File: src/rtl/sram_rw_port_arbiter.sv
// Arbitrates the single RW port of a masked single-port SRAM macro between one
// read and one write requester, with a zero-fill sweep after reset or clear.
module sram_rw_port_arbiter #(
  parameter int DEPTH         = 256,
  parameter int AW            = 8,
  parameter int DW            = 48,
  parameter int MW            = 6,
  parameter int INIT_ON_RESET = 1
) (
  input  logic          clock,
  input  logic          reset,
  input  logic          clear,
  output logic          init_done,
  output logic          fsm_state,
  input  logic          rd_req_valid,
  output logic          rd_req_ready,
  input  logic [AW-1:0] rd_req_addr,
  output logic          rd_resp_valid,
  output logic [DW-1:0] rd_resp_data,
  input  logic          wr_req_valid,
  output logic          wr_req_ready,
  input  logic [AW-1:0] wr_req_addr,
  input  logic [MW-1:0] wr_req_mask,
  input  logic [DW-1:0] wr_req_data,
  output logic [AW-1:0] sram_addr,
  output logic          sram_en,
  output logic          sram_wmode,
  output logic [MW-1:0] sram_wmask,
  output logic [DW-1:0] sram_wdata,
  input  logic [DW-1:0] sram_rdata
);

  // Handshake: a request transfers in the cycle where valid && ready; ready is
  // combinational and never depends on the requester withdrawing valid.
  typedef enum logic {ST_INIT = 1'b0, ST_RUN = 1'b1} state_t;
  typedef enum logic {GR_READ = 1'b0, GR_WRITE = 1'b1} grant_t;

  localparam logic [AW:0] LAST_IDX = (AW+1)'(DEPTH - 1);

  state_t      state, state_next;
  grant_t      last_grant;
  logic [AW:0] init_cnt, init_cnt_next;
  logic        rd_grant, wr_grant;

  assign init_done    = (state == ST_RUN);
  assign fsm_state    = state;
  assign rd_resp_data = sram_rdata;

  always_ff @(posedge clock) begin
    if (reset) begin
      state         <= (INIT_ON_RESET != 0) ? ST_INIT : ST_RUN;
      init_cnt      <= '0;
      last_grant    <= GR_WRITE;
      rd_resp_valid <= 1'b0;
    end else begin
      state         <= state_next;
      init_cnt      <= init_cnt_next;
      rd_resp_valid <= rd_grant;
      if (rd_grant) begin
        last_grant <= GR_READ;
      end else if (wr_grant) begin
        last_grant <= GR_WRITE;
      end
    end
  end

  always_comb begin
    state_next    = state;
    init_cnt_next = init_cnt;
    rd_req_ready  = 1'b0;
    wr_req_ready  = 1'b0;
    rd_grant      = 1'b0;
    wr_grant      = 1'b0;
    sram_en       = 1'b0;
    sram_wmode    = 1'b0;
    sram_addr     = '0;
    sram_wmask    = '0;
    sram_wdata    = '0;

    case (state)
      ST_INIT: begin
        sram_en    = 1'b1;
        sram_wmode = 1'b1;
        sram_wmask = '1;
        sram_addr  = init_cnt[AW-1:0];
        if (init_cnt == LAST_IDX) begin
          state_next    = ST_RUN;
          init_cnt_next = '0;
        end else begin
          init_cnt_next = init_cnt + (AW+1)'(1);
        end
      end
      ST_RUN: begin
        // With both valid exactly one ready is high, alternating on last_grant.
        rd_req_ready = !wr_req_valid || (last_grant == GR_WRITE);
        wr_req_ready = !rd_req_valid || (last_grant == GR_READ);
        rd_grant     = rd_req_valid && rd_req_ready;
        wr_grant     = wr_req_valid && wr_req_ready;
        if (rd_grant) begin
          sram_en   = 1'b1;
          sram_addr = rd_req_addr;
        end else if (wr_grant) begin
          sram_en    = 1'b1;
          sram_wmode = 1'b1;
          sram_addr  = wr_req_addr;
          sram_wmask = wr_req_mask;
          sram_wdata = wr_req_data;
        end
      end
      default: state_next = ST_INIT;
    endcase

    // A grant made this cycle still completes; the sweep begins next cycle.
    if (clear) begin
      state_next    = ST_INIT;
      init_cnt_next = '0;
    end
  end

endmodule
File: config.mk
export PLATFORM = sky130hd
export DESIGN_NAME = sram_rw_port_arbiter
export DESIGN_NICKNAME = d
export VERILOG_FILES = /design/src/rtl/sram_rw_port_arbiter.sv
export SDC_FILE = /design/constraint.sdc
export NUM_CORES = 1
export LEC_CHECK = 0
export BUFFER_PORTS_ARGS = -buffer_cell sky130_fd_sc_hd__buf_2
export CAP_MARGIN = 20
export CORE_AREA = 4 4 91 93
export CTS_CLUSTER_SIZE = 8
export DETAILED_ROUTE_END_ITERATION = 10
export DIE_AREA = 0 0 95 97
export PLACE_DENSITY = 0.7
export SLEW_MARGIN = 40
export SYNTH_ARGS = -nofsm -noshare
export SYNTH_HDL_FRONTEND = slang
export SYNTH_SLANG_ARGS = --single-unit
File: constraint.sdc
create_clock -name clock -period 1.2 [get_ports clock]
set_clock_uncertainty 0.05 [all_clocks]
set_input_delay 0.24 -clock clock [delete_from_list [all_inputs] [get_ports clock]]
set_output_delay 0.24 -clock clock [all_outputs]
set_load 0.02 [all_outputs]
### Yosys cells after proc, flatten, opt, wreduce, memory -nomap -nowiden

Index checks and enable logic that the tools add are counted.

* output and inout bits: 117
* latch bits: 0
* word-level logic and storage cells: 39
* memories: 0
* bits in read-only memories: 0
* register bits after elaboration: 12
* RAM bits: 0
* bits of input ports: 123

* shift-type cells: 0
* div/mod/pow operators: 0
* mux-type cells: 23
* bitwise operators: 2
* multipliers: 0
* add/sub/neg operators: 1
* equality and inequality tests: 1
* reductions and logical operators: 8
* magnitude comparators: 0

Operators by type and width (number)
* 2-to-1 mux 48 bit: 3
* 2-to-1 mux 8 bit: 2
* one-hot mux 8 bit (2 select lines): 1
* 2-to-1 mux 6 bit: 2
* one-hot mux 6 bit (2 select lines): 1
* 2-to-1 mux 1 bit: 11
* adder 9 x 1 -> 9 bit (second input constant): 1
* equality test 9 x 8 -> 1 bit (second input constant): 1
* 2-to-1 mux 9 bit: 1
* one-hot mux 1 bit (2 select lines): 2
* logical AND 1 bit: 2
* logical NOT 1 bit: 2
* logical OR 1 bit: 2
* inverter 1 bit: 2
* nonzero test 2 bit: 1
* OR reduction 2 bit: 1

### Longest topological paths before layout

Gate-level depths: netlist (run 1).

* word-level depth: 6
* depth in mapped cells: 5
* gate-level depth less buffers: 4

### Least setup slack after synthesis (run 1)

OpenSTA, ideal clock, no wires.

* kind: flip-flop to output port
* start point: register state (netlist: fsm_state)
* end point: output port sram_wmode
* required time: 910 ps
* buffers on the path: 2
* data arrival time: 1346 ps
* path slack: -436 ps
* stages on the path, launching flop included: 5
* path through: dfxtp_1 > buf_6 > buf_2 > a21boi_1 > inv_1

* cells in the longest elaborated chain, start to end: 2

Ends and longest elaborated chain
* start: declaration: line 40 `state_t state, state_next;`
* start signal: assignment: line 51 `state <= (INIT_ON_RESET != 0) ? ST_INIT : ST_RUN;`
* start signal: assignment: line 56 `state <= state_next;`
* inverter 1 bit
* one-hot mux 1 bit (2 select lines) *: line 80 `case (state)`
* end: declaration: line 27 `output logic sram_wmode,`

Mark *: on every way between the ends. The rest lies on a longest branch, timed or not.

### Worst setup path after layout (run 1)

* start point: register last_grant
* end point: output port sram_addr[4]

* cells in the longest elaborated chain, start to end: 6
* elaborated cells on any way between the ends: 8
* classes of those cells: mux: 3; bitwise: 1; reduce/logical: 4

Ends and longest elaborated chain
* start: declaration: line 41 `grant_t last_grant;`
* start signal: assignment: line 53 `last_grant <= GR_WRITE;`
* start signal: assignment: line 60 `last_grant <= GR_READ;`
* start signal: assignment: line 62 `last_grant <= GR_WRITE;`
* inverter 1 bit: line 96 `wr_req_ready = !rd_req_valid || (last_grant == GR_READ);`
* logical OR 1 bit: line 96
* logical AND 1 bit: line 98 `wr_grant = wr_req_valid && wr_req_ready;`
* 2-to-1 mux 8 bit: line 102 `end else if (wr_grant) begin`
* 2-to-1 mux 8 bit *: line 99 `if (rd_grant) begin`
* one-hot mux 8 bit (2 select lines) *: line 80
* end: declaration: line 25 `output logic [AW-1:0] sram_addr,`

Marks and branches as above.

==> results.py, run 1 <==
metrics = {
    "run_status": {
        "status": "finished with violations",
        "failed_checks": "negative setup slack",
    },
    "global_routing": {
        "overflow": 0,
        "grt_util_all_layers": 0.136,
        "grt_pass1_vias": 1910,
        "grt_pass1_wl_um": 9970,
        "grt_max_degree": 35,
        "antenna_found_initial": 1,
    },
    "routing": {
        "drt-pass1-iter-count": 4,
        "ant_nets": 0,
        "drc_errors": 0,
        "vias": 1769,
        "routedWlPerCell_um": 15.9,
        "viasPerCell": 4.23,
        "drt_iter0_drc": 35,
        "totalWireLength_um": 6660,
    },
    "die": {
        "core_area_mm2": 0.00753,
        "num_io_pins": 240,
        "start_util": 0.198,
        "fp.dieArea_mm2": 0.00922,
        "die_w_um": 95,
        "die_y_um": 97,
        "num_rows": 32,
    },
    "pwr": {
        "pwr-share-clk": 0.423,
        "internal_power_w": 0.000807,
        "vdd_drop_max_uv": 776,
        "finalPower_w": 0.00105,
        "sw_frac_of_total": 0.232,
        "p_leak_nw": 1.50,
        "power.density_mw_per_mm2": 352,
        "p_sw_w": 0.000243,
        "seq_power_share": 0.384,
        "combPwrFrac": 0.193,
    },
    "setup_path": {
        "r2r.worst_path.cells": 6,
        "endpoint_kind": "primary output",
        "cp_slowest_cell": "dfxtp_2",
        "crit_buf_inv": 2,
        "path_cells": "nand2_2 > and3_4 > buf_12 > a221o_1 > buf_6",
        "max_stage_delay_ns": 0.34,
        "cp.arrival_ns": 1.43,
        "critPathKind": "register to primary output",
        "crit_required_ns": 0.91,
        "cp_num_cells": 5,
        "cp_top_family": "flip-flops",
        "cp-start-kind": "register",
        "crit_fanout": 11,
    },
    "sta": {
        "min_period_ns": 1.72,
        "rsz0062_at_grt": "yes",
        "worstMarginPinSlew_ns": 0.343,
        "max_slew_margin": 0.771,
        "tns_ns": -30.14,
        "whs_ns": 0.152,
        "max_freq_mhz": 582,
        "report.final.slew_viol_count": 0,
        "setup_violations": 76,
        "timing.final.crit_share": 1.43,
        "setup_slack_ns": -0.518,
        "hold_viol": 0,
    },
    "clocking": {
        "cts-buffers-inserted": 3,
        "hold_buffers": 0,
        "clkSinkCount": 12,
        "cts_buffer_depth": 2,
        "clkTransAtPathRegs_ns": 0.05,
        "clk_latency_ns": 0.24,
        "cts_max_level": 1,
        "cts-root-buf": "clkbuf_8",
        "cts_tree": "built",
    },
    "place": {
        "port_buffers": 143,
        "place_congestion": 0.805,
        "detailed_place_hpwl_um": 5080,
    },
    "finish": {
        "drive_above_1_share": 0.797,
        "finish.net_count": 441,
        "syn_to_final_growth_pct": 100,
        "fillers": 791,
        "diodes": 0,
    },
    "logic_synthesis": {
        "yosys_warnings": 0,
        "synth_edf_count": 0,
        "netlist_top_cells_area": "buf_4 25%, and2_1 21%, dfxtp_1 16%",
        "yosysSeqAreaShare": 0.161,
        "synthDistinctLibCells": 34,
        "netlist_instances": 198,
        "syn_area_mm2": 0.00149,
        "synth_fp_nets": 322,
        "avgSynthCellArea_um2": 7.53,
        "async_flop_share": 0,
        "synth_seq_cells": 12,
        "synth_common_cells": "50 x and2_1, 50 x buf_4, 12 x dfxtp_1, 11 x nor2b_1, 9 x a21oi_1",
        "synth_top_area_frac": 0.252,
        "ys.flop_type": "dfxtp_1",
        "yosys.area.top_type": "buf_4",
    },
    "job": {
        "maxCapViolations": 0,
    },
    "hold_path": {
        "min_path_cells": 2,
        "hp-class": "input pin to register",
    },
}
state kept, by name, summed over array words and instances (netlist names):
signal	cells
init_cnt	9
fsm_state	1
last_grant	1
rd_resp_valid	1
routing by layer:
layer / up-vias / track usage / part of all wire / wire (µm)
li1: 830 / - / - / -
met1: 836 / 0.136 / 0.33 / 2180
met2: 71 / 0.264 / 0.58 / 3840
met3: 30 / 0.0311 / 0.063 / 418
met4: 2 / 0.0511 / 0.031 / 206
met5: - / 0 / 0.0018 / 12
timing repair:
item / CTS / global route
setup buffers: 8 / 6
endpoints found under the setup margin: 75 / 78
cloned: 3 / 0
pin swaps: 10 / 9
resized for setup: 134 / 33
power by group through the flow:
stage | combinational [W] | clock, W | sequential (W)
floorplan | 0.000268 | 0 | 0.000413
global placement | 0.000184 | 0 | 0.000411
detailed placement | 0.000186 | 0 | 0.000411
CTS | 0.000198 | 0.000451 | 0.000403
global route | 0.000224 | 0.000468 | 0.000404
finish | 0.000203 | 0.000444 | 0.000403
cell type report:
class                   count  area, µm²  share of cell area
clock buffers               4       55.1              0.0184
inverters                   8       32.5              0.0109
multi-input cells         119       1040               0.350
flip-flops and latches     12        251              0.0843
well taps                 102        128              0.0428
repair buffers            173       1470               0.494
placed cells by master (no fill, tap or decap), types with 2 or more instances in the layout:
master | netlist | layout
nand4b_1 | 2 | 2
nand2_1 | 4 | 2
buf_12 | 0 | 4
or3_1 | 3 | 3
and3_4 | 1 | 2
clkbuf_8 | 0 | 4
a221o_1 | 8 | 8
a21oi_2 | 0 | 2
a21oi_1 | 9 | 2
buf_8 | 0 | 6
nor2_1 | 8 | 8
dfxtp_4 | 0 | 2
dfxtp_2 | 0 | 3
inv_1 | 8 | 7
a21oi_4 | 0 | 5
buf_2 | 3 | 75
dfxtp_1 | 12 | 7
buf_4 | 50 | 21
o21ai_0 | 4 | 3
and2_4 | 0 | 50
xor2_1 | 2 | 2
buf_6 | 1 | 66
nor2b_1 | 11 | 11
metrics by stage:
stage | worst slack (ns) | utilization | instance area [µm²] | instances
after floorplan | -0.211 | - | 1740 | 198
after global placement | -0.314 | 0.304 | 2290 | 403
after detailed placement | -0.345 | 0.304 | 2290 | 403
after CTS | -0.542 | 0.384 | 2890 | 417
after global routing | -0.558 | 0.396 | 2980 | 418
final | -0.518 | 0.396 | 2980 | 418
cells by family (layout without fill, tap and decap cells):
group                    Yosys count  in the layout  synth area share
AND/OR/NAND/NOR                   88             88             0.371
buffers and inverters             67            185             0.302
AO/OA/AOI/OAI                     27             27             0.140
flip-flops                        12             12             0.161
XOR/XNOR                           3              3            0.0176
adder cells (fa/ha/maj)            1              1           0.00839
path summary, 6_finish.rpt:
path / startpoint / slack [ns] / endpoint
setup / recovery: last_grant$_SDFFE_PP1P_ / -0.52 / sram_addr[4]
hold / removal: reset / 0.15 / rd_resp_valid$_SDFF_PP0_
hold reg to reg: init_cnt[8]$_SDFFE_PP0N_ / 0.46 / init_cnt[8]$_SDFFE_PP0N_
setup reg to reg: fsm_state$_SDFF_PP0_ / -0.31 / init_cnt[0]$_SDFFE_PP0N_
Note: power is estimated with default switching activity, not from simulation.
==> run 2, diff against run 1 <==
--- a/config.mk
+++ b/config.mk
@@ -10,3 +10,2 @@
 export CORE_AREA = 4 4 91 93
-export CTS_CLUSTER_SIZE = 8
 export DETAILED_ROUTE_END_ITERATION = 10
--- a/constraint.sdc
+++ b/constraint.sdc
@@ -4,2 +4,2 @@
 set_output_delay 0.24 -clock clock [all_outputs]
-set_load 0.02 [all_outputs]
+set_load 0.1 [all_outputs]
==> run 2 against run 1 <==
Net effect: the flow still finishes with violations (negative setup slack); clock-buffer cell count did not move; routed wire length up 17%; utilization up 11 points; clock power is essentially flat; sequential share of layout area fell by 1.8 points; via count rose by 5.2%; critical endpoint is now sram_addr[3]; final cell count rose by 2.2%.
==> results.py, run 2 (synthesized netlist as in run 1, its figures left out) <==
metrics = {
    "run_status": {
        "status": "finished with violations",
        "failed_checks": "negative setup slack",
    },
    "job": {
        "maxCapViolations": 0,
    },
    "setup_path": {
        "max_stage_delay_ns": 0.38,
        "crit_fanout": 5,
        "endpoint_kind": "primary output",
        "cp_slowest_cell": "a221o_4",
        "cp.arrival_ns": 1.52,
        "cp_top_family": "compound AO/OA/AOI/OAI gates",
        "critPathKind": "register to primary output",
        "crit_required_ns": 0.91,
        "path_cells": "nand2b_4 > and3_4 > a221o_4 > buf_12",
        "crit_buf_inv": 1,
        "cp-start-kind": "register",
    },
    "clocking": {
        "cts_buffer_depth": 2,
        "cts_max_level": 1,
        "cts_tree": "built",
        "clk_latency_ns": 0.25,
        "clkTransAtPathRegs_ns": 0.05,
        "hold_buffers": 0,
        "cts-root-buf": "clkbuf_8",
        "cts-buffers-inserted": 3,
        "clkSinkCount": 12,
    },
    "pwr": {
        "power.density_mw_per_mm2": 286,
        "p_sw_w": 0.000282,
        "seq_power_share": 0.366,
        "p_leak_nw": 1.77,
        "combPwrFrac": 0.228,
        "sw_frac_of_total": 0.257,
        "internal_power_w": 0.000817,
        "vdd_drop_max_uv": 283,
        "pwr-share-clk": 0.406,
    },
    "finish": {
        "utilization": 0.510,
        "drive_above_1_share": 0.849,
        "top_register": "init_cnt",
        "fillers": 666,
        "largest_reg_flops": 9,
        "layout_common_cells": "74 x buf_2, 71 x buf_12, 50 x and2_4",
        "syn_to_final_growth_pct": 157,
        "diodes": 0,
        "finish.net_count": 450,
        "mostFrequentLayoutCell": "buf_2",
    },
    "sta": {
        "tns_ns": -38.46,
        "max_freq_mhz": 553,
        "setup_violations": 78,
        "timing.final.crit_share": 1.51,
        "max_slew_margin": 0.765,
        "setup_slack_ns": -0.610,
        "min_period_ns": 1.81,
        "hold_viol": 0,
        "rsz0062_at_grt": "yes",
        "report.final.slew_viol_count": 0,
        "worstMarginPinSlew_ns": 0.351,
    },
    "place": {
        "port_buffers": 143,
        "place_congestion": 0.819,
        "detailed_place_hpwl_um": 6030,
    },
    "die": {
        "num_io_pins": 240,
        "die_y_um": 97,
        "start_util": 0.198,
        "die_w_um": 95,
        "fp.dieArea_mm2": 0.00922,
        "core_area_mm2": 0.00753,
        "num_rows": 32,
    },
    "routing": {
        "totalWireLength_um": 7760,
        "vias": 1861,
        "drt-pass1-iter-count": 4,
        "drc_errors": 0,
        "routedWlPerCell_um": 18.2,
        "ant_nets": 0,
        "drt_iter0_drc": 65,
        "viasPerCell": 4.36,
    },
    "global_routing": {
        "grt_pass1_vias": 1907,
        "grt_pass1_wl_um": 11100,
        "grt_util_all_layers": 0.158,
        "overflow": 0,
        "antenna_found_initial": 1,
        "grt_max_degree": 14,
    },
    "hold_path": {
        "hp-class": "input pin to register",
    },
}
==> run 2: cell types whose count changed in the layout (fill, tap and decap cells not counted), moves of 3 or more <==
cell | previous run | this run
a221o_1 | 8 | 0
a221o_4 | 0 | 8
buf_12 | 4 | 71
buf_6 | 66 | 10
buf_8 | 6 | 3
or3_1 | 3 | 0
or3_4 | 0 | 3
==> run 2: final cells by class <==
type	count	area, µm²	area share
Timing Repair Buffer	179	2150	0.560
Sequential cell	12	254	0.0662
Tap cell	102	128	0.0333
Clock buffer	4	55.1	0.0143
Multi-Input combinational cell	122	1220	0.318
Inverter	8	33.8	0.00880
==> run 2: through the flow <==
step	setup slack (ns)	hold slack, ns	area (µm²)	power (W)	cells
2_1_floorplan	-0.918	0.262	1870	0.00123	198
3_3_place_gp	-0.500	0.416	3450	0.000641	408
3_5_place_dp	-0.546	0.418	3450	0.000646	408
4_1_cts	-0.617	0.176	3720	0.00109	421
5_1_grt	-0.635	0.201	3840	0.00114	427
6_report	-0.610	0.181	3840	0.00110	427
==> run 2: power by group through the flow <==
stage	clock network [W]	registers (W)	logic, W
after floorplan	0	0.000412	0.000816
after global placement	0	0.000412	0.000229
after detailed placement	0	0.000412	0.000234
after CTS	0.000445	0.000403	0.000244
after global routing	0.000468	0.000402	0.000270
final	0.000447	0.000402	0.000250
==> run 2: path summary, 6_finish.rpt <==
kind                                 start                       end  slack [ns]  depth (start not counted)
setup / recovery   last_grant$_SDFFE_PP1P_              sram_addr[3]       -0.61                          4
hold / removal                       reset  rd_resp_valid$_SDFF_PP0_        0.18                          2
hold reg to reg   init_cnt[8]$_SDFFE_PP0N_  init_cnt[8]$_SDFFE_PP0N_        0.46                          1
setup reg to reg      fsm_state$_SDFF_PP0_  init_cnt[7]$_SDFFE_PP0N_       -0.42                          6
==> run 2: worst reg2reg max path: stages, from the launching register on <==
cell      delay [ns]
dfxtp_4         0.37
buf_6           0.14
buf_12          0.13
buf_8           0.13
nand4b_4        0.19
or2_1           0.27
a221oi_2        0.27
==> run 2: timing repair <==
| item | in CTS | in global routing |
|---|---|---|
| resized for setup | 34 | 21 |
| setup buffers | 5 | 6 |
| pin swaps | 12 | 8 |
| cloned | 5 | 0 |
| setup endpoints to repair | 78 | 79 |
==> run 2: per-layer routing <==
layer / up-vias / track usage / share of wire / wire length (µm)
met5: - / 0 / 0.0017 / 13
met1: 865 / 0.169 / 0.35 / 2680
met4: 2 / 0.0411 / 0.031 / 240
li1: 858 / - / - / -
met2: 105 / 0.290 / 0.53 / 4110
met3: 31 / 0.0521 / 0.092 / 714
==> run 3, diff against run 2 <==
- SKIP_LAST_GASP: not set -> 1
==> run 3 against run 2 <==
Net effect: the flow still finishes with violations (negative setup slack); combinational power about the same; design area rose by 0.46%; via count grew 0.48%; first-iteration DRC count shrank 35%; die area unchanged; total power about the same; clock power about the same; critical path depth did not move; utilization rose by 0.23 points; sequential share of layout area about the same; hold slack gained 0.00070 ns; largest cell class unchanged; largest power group unchanged.
==> results.py, run 3 (synthesized netlist as in run 1, its figures left out) <==
metrics = {
    "run_status": {
        "status": "finished with violations",
        "failed_checks": "negative setup slack",
    },
    "finish": {
        "syn_to_final_growth_pct": 158,
        "finish.net_count": 451,
        "final_cell_area_mm2": 0.00385,
        "utilization": 0.512,
        "layout_common_cells": "74 x buf_2, 71 x buf_12, 50 x and2_4",
        "mostFrequentLayoutCell": "buf_2",
        "top_register": "init_cnt",
        "largest_reg_flops": 9,
        "layout.cells.non_filler": 428,
        "drive_above_1_share": 0.853,
        "diodes": 0,
    },
    "sta": {
        "report.final.slew_viol_count": 0,
        "timing.final.crit_share": 1.51,
        "max_freq_mhz": 553,
        "max_slew_margin": 0.726,
        "min_period_ns": 1.81,
        "rsz0062_at_grt": "yes",
        "setup_slack_ns": -0.608,
        "setup_violations": 78,
        "worstMarginPinSlew_ns": 0.407,
        "hold_viol": 0,
    },
    "setup_path": {
        "crit_required_ns": 0.91,
        "cp_top_family": "compound AO/OA/AOI/OAI gates",
        "crit_fanout": 5,
        "crit_buf_inv": 1,
        "endpoint_kind": "primary output",
        "r2r.worst_path.cells": 6,
        "regToRegStartpoint": "fsm_state$_SDFF_PP0_",
        "cp_slowest_cell": "a221o_4",
        "cp_num_cells": 4,
        "critPathKind": "register to primary output",
        "cp-start-kind": "register",
        "path_cells": "nand2b_4 > and3_4 > a221o_4 > buf_12",
        "max_stage_delay_ns": 0.38,
        "cp.arrival_ns": 1.52,
        "cp-startpoint": "last_grant$_SDFFE_PP1P_",
    },
    "place": {
        "placedCellCount": 408,
        "detailed_place_hpwl_um": 6030,
        "post-place-ws_ns": -0.546,
        "postPlaceCellArea_mm2": 0.00345,
        "port_buffers": 143,
        "place_congestion": 0.819,
    },
    "pwr": {
        "vdd_drop_max_uv": 276,
        "p_leak_nw": 1.78,
        "power.density_mw_per_mm2": 285,
    },
    "routing": {
        "viasPerCell": 4.37,
        "routedWlPerCell_um": 18.1,
        "ant_nets": 0,
        "drc_errors": 0,
        "vias": 1870,
        "drt_iter0_drc": 42,
        "drt-pass1-iter-count": 4,
        "totalWireLength_um": 7730,
    },
    "hold_path": {
        "min-delay-start": "reset",
        "min_path_cells": 2,
        "hp-class": "input pin to register",
    },
    "global_routing": {
        "grt_pass1_vias": 1912,
        "antenna_found_initial": 1,
        "grt_pass1_wl_um": 11000,
        "grt_util_all_layers": 0.156,
        "grt_max_degree": 14,
        "overflow": 0,
    },
    "die": {
        "die_w_um": 95,
        "core_area_mm2": 0.00753,
        "num_io_pins": 240,
        "num_rows": 32,
        "fp.dieArea_mm2": 0.00922,
        "start_util": 0.198,
        "die_y_um": 97,
    },
    "clocking": {
        "clk_latency_ns": 0.25,
        "clkTransAtPathRegs_ns": 0.05,
        "hold_buffers": 0,
        "cts-root-buf": "clkbuf_8",
        "cts_max_level": 1,
        "clkSinkCount": 12,
        "cts_tree": "built",
        "cts-buffers-inserted": 3,
        "cts_buffer_depth": 2,
    },
    "job": {
        "maxCapViolations": 0,
    },
}
## run 3: layout make-up
class                           instances  area (µm²)
Fill cell                             660        3670
Inverter                                8        33.8
Timing Repair Buffer                  179        2150
Sequential cell                        12         254
Tap cell                              102         128
Multi-Input combinational cell        123        1240
Clock buffer                            4        55.1
## run 3: layer usage
metal,part of all wire,vias up,global-route usage
met3,0.084,30,0.0529
met2,0.53,98,0.286
met1,0.35,879,0.165
li1,-,861,-
met5,0.00091,-,0
met4,0.032,2,0.0455
## run 3: path summary, 6_finish.rpt
| path | to | slack, ns |
|---|---|---|
| worst max-delay path | sram_addr[3] | -0.61 |
| worst min-delay path | rd_resp_valid$_SDFF_PP0_ | 0.18 |
| worst max register to register | init_cnt[7]$_SDFFE_PP0N_ | -0.42 |
| worst min register to register | init_cnt[8]$_SDFFE_PP0N_ | 0.46 |
## run 3: repair_timing
action | in CTS | in global routing
pin swaps | 12 | 12
resized for setup | 29 | 26
setup buffers | 5 | 7
setup endpoints to repair | 78 | 79
cloned | 5 | 1
## run 3: where the power goes
| part | switching [W] | leakage (nW) | internal [W] | total (W) |
|---|---|---|---|---|
| clock network | 0.000156 | 0.0288 | 0.000290 | 0.000447 |
| logic | 0.000121 | 1.65 | 0.000132 | 0.000253 |
| registers | 0.00000383 | 0.0993 | 0.000397 | 0.000401 |
## run 3: per-stage QoR
step                      hold WS, ns  power (W)  setup TNS (ns)
after floorplan                 0.262    0.00123          -33.15
after global placement          0.416   0.000641          -27.53
after detailed placement        0.418   0.000646          -29.66
after CTS                       0.176    0.00109          -37.51
after global routing            0.201    0.00114          -39.76
final                           0.182    0.00110          -36.26
## run 3: worst reg2reg max path, stage by stage, from the launching register on
cell,delay (ns)
dfxtp_4,0.37
buf_6,0.14
buf_12,0.13
buf_8,0.13
nand4b_4,0.19
or2_1,0.27
a221oi_2,0.26
